<file path="config.mk">
export PLATFORM = sky130hd
export DESIGN_NAME = step_pattern_player_flat
export DESIGN_NICKNAME = d
export VERILOG_FILES = /design/src/rtl/step_pattern_player_if.sv /design/src/rtl/step_pattern_player.sv /design/src/flat_wrapper.sv
export SDC_FILE = /design/constraint.sdc
export NUM_CORES = 1
export LEC_CHECK = 0
export CAP_MARGIN = 20
export CORE_MARGIN = 2
export CORE_UTILIZATION = 44
export CTS_CLUSTER_SIZE = 28
export DETAILED_ROUTE_END_ITERATION = 10
export GPL_TIMING_DRIVEN = 0
export HOLD_SLACK_MARGIN = 0.08
export PLACE_DENSITY = 0.72
export RECOVER_POWER = 25
export SYNTH_ARGS = -nofsm -noshare
export SYNTH_HDL_FRONTEND = slang
export SYNTH_SLANG_ARGS = --single-unit
</file>
<file path="constraint.sdc">
create_clock -name clk -period 2.45 [get_ports clk]
set_clock_uncertainty 0.15 [all_clocks]
set_input_delay 0.3675 -clock clk [delete_from_list [all_inputs] [get_ports clk]]
set_output_delay 0.3675 -clock clk [all_outputs]
set_load 0.02 [all_outputs]
</file>
<file path="src/rtl/step_pattern_player_if.sv">
// Edit-request channel between the front-panel controller and the pattern player.
//   edit_valid : controller requests an edit
//   edit_ready : player can accept an edit this cycle
//   edit_op    : 00 toggle, 01 set, 10 clear bit, 11 clear whole track
//   edit_track : target track
//   edit_step  : target step (don't care for op 11)
// The master modport is the controller. The slave modport is the player.
interface step_pattern_player_if #(
  parameter int TRACKS = 4
);
  localparam int TW = (TRACKS > 1) ? $clog2(TRACKS) : 1;

  logic          edit_valid;
  logic          edit_ready;
  logic [1:0]    edit_op;
  logic [TW-1:0] edit_track;
  logic [3:0]    edit_step;

  modport master (
    output edit_valid,
    output edit_op,
    output edit_track,
    output edit_step,
    input  edit_ready
  );

  modport slave (
    input  edit_valid,
    input  edit_op,
    input  edit_track,
    input  edit_step,
    output edit_ready
  );
endinterface

</file>
<file path="src/rtl/step_pattern_player.sv">
// Pattern memory and trigger generator that sits behind the 4-bit step counter.
// It holds a TRACKS x STEPS on/off pattern that the front panel edits.
// Each time a step is entered, every active and unmuted track produces a
// one-cycle hit and a trigger that stays high for PULSE_CYCLES cycles.
// Ports:
//   clk, poweron (async, active-low) : clock and reset
//   step     : current step index coming from the step counter
//   run      : playback enable
//   mute     : per-track mute, sampled only when a step is entered
//   edit     : edit channel (valid/ready, op, track, step)
//   hit      : one-cycle fire pulse per track
//   trig     : stretched trigger per track
//   led_row  : pattern row of edit.edit_track (combinational)
//   playhead : one-hot of the registered step
module step_pattern_player #(
  parameter int TRACKS       = 4,
  parameter int STEPS        = 16,
  parameter int PULSE_CYCLES = 500000
) (
  input  logic                   clk,
  input  logic                   poweron,
  input  logic [3:0]             step,
  input  logic                   run,
  input  logic [TRACKS-1:0]      mute,
  step_pattern_player_if.slave   edit,
  output logic [TRACKS-1:0]      hit,
  output logic [TRACKS-1:0]      trig,
  output logic [STEPS-1:0]       led_row,
  output logic [STEPS-1:0]       playhead
);

  localparam int TW = (TRACKS > 1) ? $clog2(TRACKS) : 1;
  localparam int CW = $clog2(PULSE_CYCLES + 1);
  localparam int IW = $clog2(STEPS);
  localparam logic [CW-1:0] PULSE_LD = CW'(PULSE_CYCLES);

  localparam logic [1:0] OP_TOGGLE  = 2'b00;
  localparam logic [1:0] OP_SET     = 2'b01;
  localparam logic [1:0] OP_CLR     = 2'b10;
  localparam logic [1:0] OP_CLR_TRK = 2'b11;

  typedef enum logic {S_IDLE, S_CLEAR} state_t;

  // Decrement that holds at zero.
  function automatic logic [CW-1:0] sat_dec(input logic [CW-1:0] v);
    return (v == '0) ? '0 : v - CW'(1);
  endfunction

  // New value of one pattern bit for a single-bit edit.
  function automatic logic bit_next(input logic [1:0] op, input logic b);
    case (op)
      OP_TOGGLE: return ~b;
      OP_SET:    return 1'b1;
      OP_CLR:    return 1'b0;
      default:   return b;
    endcase
  endfunction

  logic [3:0]        step_q;
  logic              run_q;
  logic [TRACKS-1:0] hit_q;
  logic [TRACKS-1:0] fire_d;
  logic [CW-1:0]     cnt_q [TRACKS];
  logic [STEPS-1:0]  pat_q [TRACKS];
  state_t            state_q;
  logic              ready_q;
  logic [TW-1:0]     clr_trk_q;
  logic [IW-1:0]     clr_idx_q;
  logic              entry;

  // A step is entered when the step index changes while running, or when run
  // rises. This lets starting playback fire the step that is already current.
  assign entry = run && ((step != step_q) || !run_q);

  // Fire decisions read the pattern as it was before this edge, so an edit
  // that commits on the same edge does not affect the current entry.
  always_comb begin
    fire_d = '0;
    for (int t = 0; t < TRACKS; t++) begin
      fire_d[t] = entry & pat_q[t][step] & ~mute[t];
    end
  end

  // Playback: step/run history, hit pulses and the per-track trigger counters.
  // The counter is reloaded on the same edge that raises hit, so trig and
  // hit go high together. A reload takes priority over the decrement.
  always_ff @(posedge clk or negedge poweron) begin
    if (!poweron) begin
      step_q <= '0;
      run_q  <= 1'b0;
      hit_q  <= '0;
      for (int t = 0; t < TRACKS; t++) cnt_q[t] <= '0;
    end else begin
      step_q <= step;
      run_q  <= run;
      hit_q  <= fire_d;
      for (int t = 0; t < TRACKS; t++) begin
        cnt_q[t] <= fire_d[t] ? PULSE_LD : sat_dec(cnt_q[t]);
      end
    end
  end

  always_comb begin
    trig = '0;
    for (int t = 0; t < TRACKS; t++) trig[t] = (cnt_q[t] != '0);
  end

  // Edit FSM together with the pattern array.
  // Track indices that are out of range never match a row. Such edits are
  // accepted but change nothing. ready_q stays low during reset and rises
  // on the first edge after reset is released.
  always_ff @(posedge clk or negedge poweron) begin
    if (!poweron) begin
      state_q   <= S_IDLE;
      ready_q   <= 1'b0;
      clr_trk_q <= '0;
      clr_idx_q <= '0;
      for (int t = 0; t < TRACKS; t++) pat_q[t] <= '0;
    end else begin
      case (state_q)
        S_IDLE: begin
          ready_q <= 1'b1;
          if (edit.edit_valid && ready_q) begin
            if (edit.edit_op == OP_CLR_TRK) begin
              state_q   <= S_CLEAR;
              ready_q   <= 1'b0;
              clr_trk_q <= edit.edit_track;
              clr_idx_q <= '0;
            end else begin
              for (int t = 0; t < TRACKS; t++) begin
                if (int'(edit.edit_track) == t) begin
                  pat_q[t][edit.edit_step] <= bit_next(edit.edit_op, pat_q[t][edit.edit_step]);
                end
              end
            end
          end
        end
        S_CLEAR: begin
          // Clear one bit per cycle. Playback keeps reading the row while it
          // is only partly cleared.
          for (int t = 0; t < TRACKS; t++) begin
            if (int'(clr_trk_q) == t) pat_q[t][clr_idx_q] <= 1'b0;
          end
          clr_idx_q <= clr_idx_q + IW'(1);
          if (clr_idx_q == IW'(STEPS - 1)) begin
            state_q <= S_IDLE;
            ready_q <= 1'b1;
          end
        end
        default: begin
          state_q <= S_IDLE;
          ready_q <= 1'b1;
        end
      endcase
    end
  end

  assign edit.edit_ready = ready_q;
  assign hit             = hit_q;
  assign playhead        = STEPS'(1) << step_q;

  always_comb begin
    led_row = '0;
    for (int t = 0; t < TRACKS; t++) begin
      if (int'(edit.edit_track) == t) led_row = pat_q[t];
    end
  end

endmodule

</file>
<file path="src/flat_wrapper.sv">
// flat-port wrapper written by rule: the top's interface ports become plain ports
module step_pattern_player_flat 
#(
  parameter int TRACKS       = 4,
  parameter int STEPS        = 16,
  parameter int PULSE_CYCLES = 500000
)
  (clk, poweron, step, run, mute, hit, trig, led_row, playhead, edit_edit_valid, edit_edit_op, edit_edit_track, edit_edit_step, edit_edit_ready);
  step_pattern_player_if #(.TRACKS(TRACKS)) edit_i ();
  input  logic clk;
  input  logic poweron;
  input  logic [3:0] step;
  input  logic run;
  input  logic [TRACKS-1:0] mute;
  output logic [TRACKS-1:0] hit;
  output logic [TRACKS-1:0] trig;
  output logic [STEPS-1:0] led_row;
  output logic [STEPS-1:0] playhead;
  input wire logic [$bits(edit_i.edit_valid)-1:0] edit_edit_valid;
  input wire logic [$bits(edit_i.edit_op)-1:0] edit_edit_op;
  input wire logic [$bits(edit_i.edit_track)-1:0] edit_edit_track;
  input wire logic [$bits(edit_i.edit_step)-1:0] edit_edit_step;
  output wire logic [$bits(edit_i.edit_ready)-1:0] edit_edit_ready;
  assign edit_i.edit_valid = edit_edit_valid;
  assign edit_i.edit_op = edit_edit_op;
  assign edit_i.edit_track = edit_edit_track;
  assign edit_i.edit_step = edit_edit_step;
  assign edit_edit_ready = edit_i.edit_ready;
  step_pattern_player #(.TRACKS(TRACKS), .STEPS(STEPS), .PULSE_CYCLES(PULSE_CYCLES)) u_core (.clk(clk), .poweron(poweron), .step(step), .run(run), .mute(mute), .edit(edit_i), .hit(hit), .trig(trig), .led_row(led_row), .playhead(playhead));
endmodule
</file>
==> out/results.txt <==
Initial Util: 0.449
Synth Cell Area: 8740 um2
Commonest non-fill, non-tap cell in the layout: dfrtp_1
Critical path, cell by cell: or4_4 > or3_4 > or4b_4 > buf_6
Vias: 7140
CTS tree: built
DRC errors left: 0
Hold crit path type: in -> reg
PnR worst setup slack: -0.425 ns
Die height: 145 um
Placeable core region: 19500 um2
Final WL: 23.8 mm
Fin crit share: 1.17
Worst-path cell with the longest stage delay: or4_4
Worst-Skew Late Latency: 0.44 ns
PD cells: 968 nW/um2
Antenna viol nets, final: 0
Synth warn: 0
Yosys reg bits: 157
Cells after synthesis: 803
CTS max path bufs: 2
Share of layout cells above drive strength 1: 0.210
Worst EP required: 1.93 ns
Pre-antenna DRT Iters: 5
Max Slew Vio Count: 0
Fin. Hold Viols: 0
Final setup fails: 2
Post-Syn Nets: 835
Global-route wire length before repair: 38.0 mm
Clock sinks: 157
Status: finished, violations left
Library cells used by synthesis: 53
M1 GR Usage: 0.304
1st-iter DRT viols: 720
Crit path launch type: flop
Critical path arrival: 2.36 ns
Most frequent cells in the layout: dfrtp_1, o21ai_0, nor2_1, xnor2_1, mux4_2
Max Cap Viol: 0
PortBufs: 56
RSZ-0062 raised after global routing: true
# IOs: 61
Die ar.: 21000 um2
Num CTS Buffers: 17
Core Rows: 51
Nets: 936
Post-DP HPWL: 16.2 mm
EDFF count, synth: 0
Syn avg cell area: 10.9 um2
Ant. Diodes: 0
Max FO, Critical Path: 3
Largest net degree at the start of global routing: 82
# H-tree levels: 4
Grt ovf: 0
Hold Worst Slack: 0.230 ns
Grt met3 use: 0.0566
Slew @ Worst Pin: 1.05 ns
GRT Total Usage: 0.229
Fmax: 348 MHz
Critical Path Sink Type: output port
Post-synthesis sequential area ratio: 0.449
Predominant post-synthesis flop cell: dfrtp_1
FILL cells: 1623
Chip Width: 145 um
Area grow syn2layout: 23.6%
Avg Vias per Cell: 6.05
CP Class: reg -> out
Final Util: 0.555
Min cycle time layout: 2.88 ns
Clock root cell: clkbuf_16
Gpl congestion: 0.962
Static Leakage: 4.53 nW
Met2 GRT Util: 0.358
CP peak stage delay: 0.54 ns
FFs w/ async S/R, synth: 1.00
Drt wl/cell: 20.2 um
Worst-path clk slew: 0.06 ns
Most Crowded Layer GR: met2
Max_slew headroom: 0.300
Vias in the first global route: 7025
Initial antenna violation count: 0
Maximum vdd drop: 508 uV
Failing checks: negative setup slack
==> cells by family after synthesis <==
family / count (synthesis) / synth area share
multiplexers: 62 / 0.157
AND/OR/NAND/NOR: 248 / 0.144
adder cells (fa/ha/maj): 12 / 0.0172
XOR/XNOR: 64 / 0.0641
flip-flops: 157 / 0.449
buffers and inverters: 64 / 0.0356
AO/OA/AOI/OAI: 196 / 0.133
==> report_power, final <==
part | internal [mW] | switching, mW | leakage [nW]
logic | 1.57 | 1.85 | 2.28
clock network | 1.59 | 1.11 | 0.286
registers | 3.37 | 0.975 | 1.96
total | 6.52 | 3.94 | 4.53
==> per-layer routing <==
layer / routed length, um / up-vias
met2: 11400 / 341
met1: 9550 / 3558
met3: 2010 / 75
met5: 0 / -
li1: - / 3166
met4: 863 / 0
==> worst max-delay path, delay by kind of cell, from the launching register on <==
| kind | cells | cell delay, ns |
|---|---|---|
| flip-flops | 1 | 0.38 |
| buffers and inverters | 1 | 0.15 |
| AND/OR/NAND/NOR | 3 | 1.39 |
==> path summary, 6_finish.rpt <==
kind                       cells after the start                            to  slack [ns]                        start
hold / removal                                 1    u_core.step_q[1]$_DFF_PN0_        0.23                      step[1]
setup / recovery                               4                       trig[0]       -0.43   u_core.cnt_q[72]$_DFF_PN0_
setup reg to reg                               6  u_core.pat_q[12]$_DFFE_PN0P_        0.04  u_core.pat_q[2]$_DFFE_PN0P_
hold reg to reg                                1    u_core.cnt_q[57]$_DFF_PN0_        0.29   u_core.cnt_q[57]$_DFF_PN0_
min in group asynchronous                      2    u_core.cnt_q[73]$_DFF_PN0_        0.52                      poweron
max in group asynchronous                      3    u_core.step_q[1]$_DFF_PN0_        0.31                      poweron
==> layout make-up <==
class                      count  area, um2  share of cell area
buffer                        36        287              0.0265
clock buffer                  20        467              0.0432
clock inverter                11        131              0.0122
inverter                      23       86.3             0.00799
multi-input combinational    582       4760               0.440
sequential                   157       3930               0.364
tap                          265        332              0.0307
timing repair buffer          87        812              0.0752
==> Yosys cell counts (4+ instances only) <==
library cell    n  share of area
dfrtp_1       157           0.45
o21ai_0       122          0.070
nor2_1         80          0.034
xnor2_1        45          0.045
mux4_2         43           0.11
nor3_1         36          0.021
nand2_1        30          0.013
clkbuf_1       25          0.011
inv_1          22         0.0094
nand3_1        21          0.012
o21ai_1        20          0.011
xor2_1         19          0.019
mux4_1         13          0.039
or3_1          13         0.0093
ha_1           12          0.017
a21boi_0       11         0.0094
nor4_1         11         0.0079
o21ai_2        11          0.011
nand4_1         8         0.0057
nand2b_1        7         0.0050
nor2b_1         7         0.0050
or4_1           7         0.0060
a21oi_1         6         0.0034
buf_6           6         0.0077
buf_2           5         0.0029
nand3b_1        5         0.0043
a32oi_1         4         0.0040
and3_1          4         0.0029
mux2i_1         4         0.0046
nor3b_1         4         0.0034
o2111ai_2       4         0.0069
o31ai_1         4         0.0034
==> flip-flops by register name, indices dropped and copies added (netlist names), 2 cells and up <==
register,flops
u_core.clr_idx_q,4
u_core.clr_trk_q,2
u_core.pat_q,64
u_core.hit,4
u_core.cnt_q,76
u_core.step_q,4
==> through the flow <==
stage	cells	area [um2]	setup WS, ns	power, mW	setup TNS [ns]
5_1_grt	1181	10800	-0.500	11.0	-2.03
3_3_place_gp	1124	9640	-5.54	7.27	-968.11
4_1_cts	1166	10600	-0.493	10.3	-0.805
3_5_place_dp	1125	9670	-1.17	7.39	-106.60
6_report	1181	10800	-0.425	10.5	-0.690
2_1_floorplan	803	8750	0.00114	6.25	0
==> timing repair <==
item,CTS,global route
cloned,2,0
hold buffers,1,1
setup buffers,11,15
setup endpoints to repair,156,89
hold endpoints to repair,76,1
pin swaps,11,10
resized for setup,97,39
(Power assumes the default switching activity.)
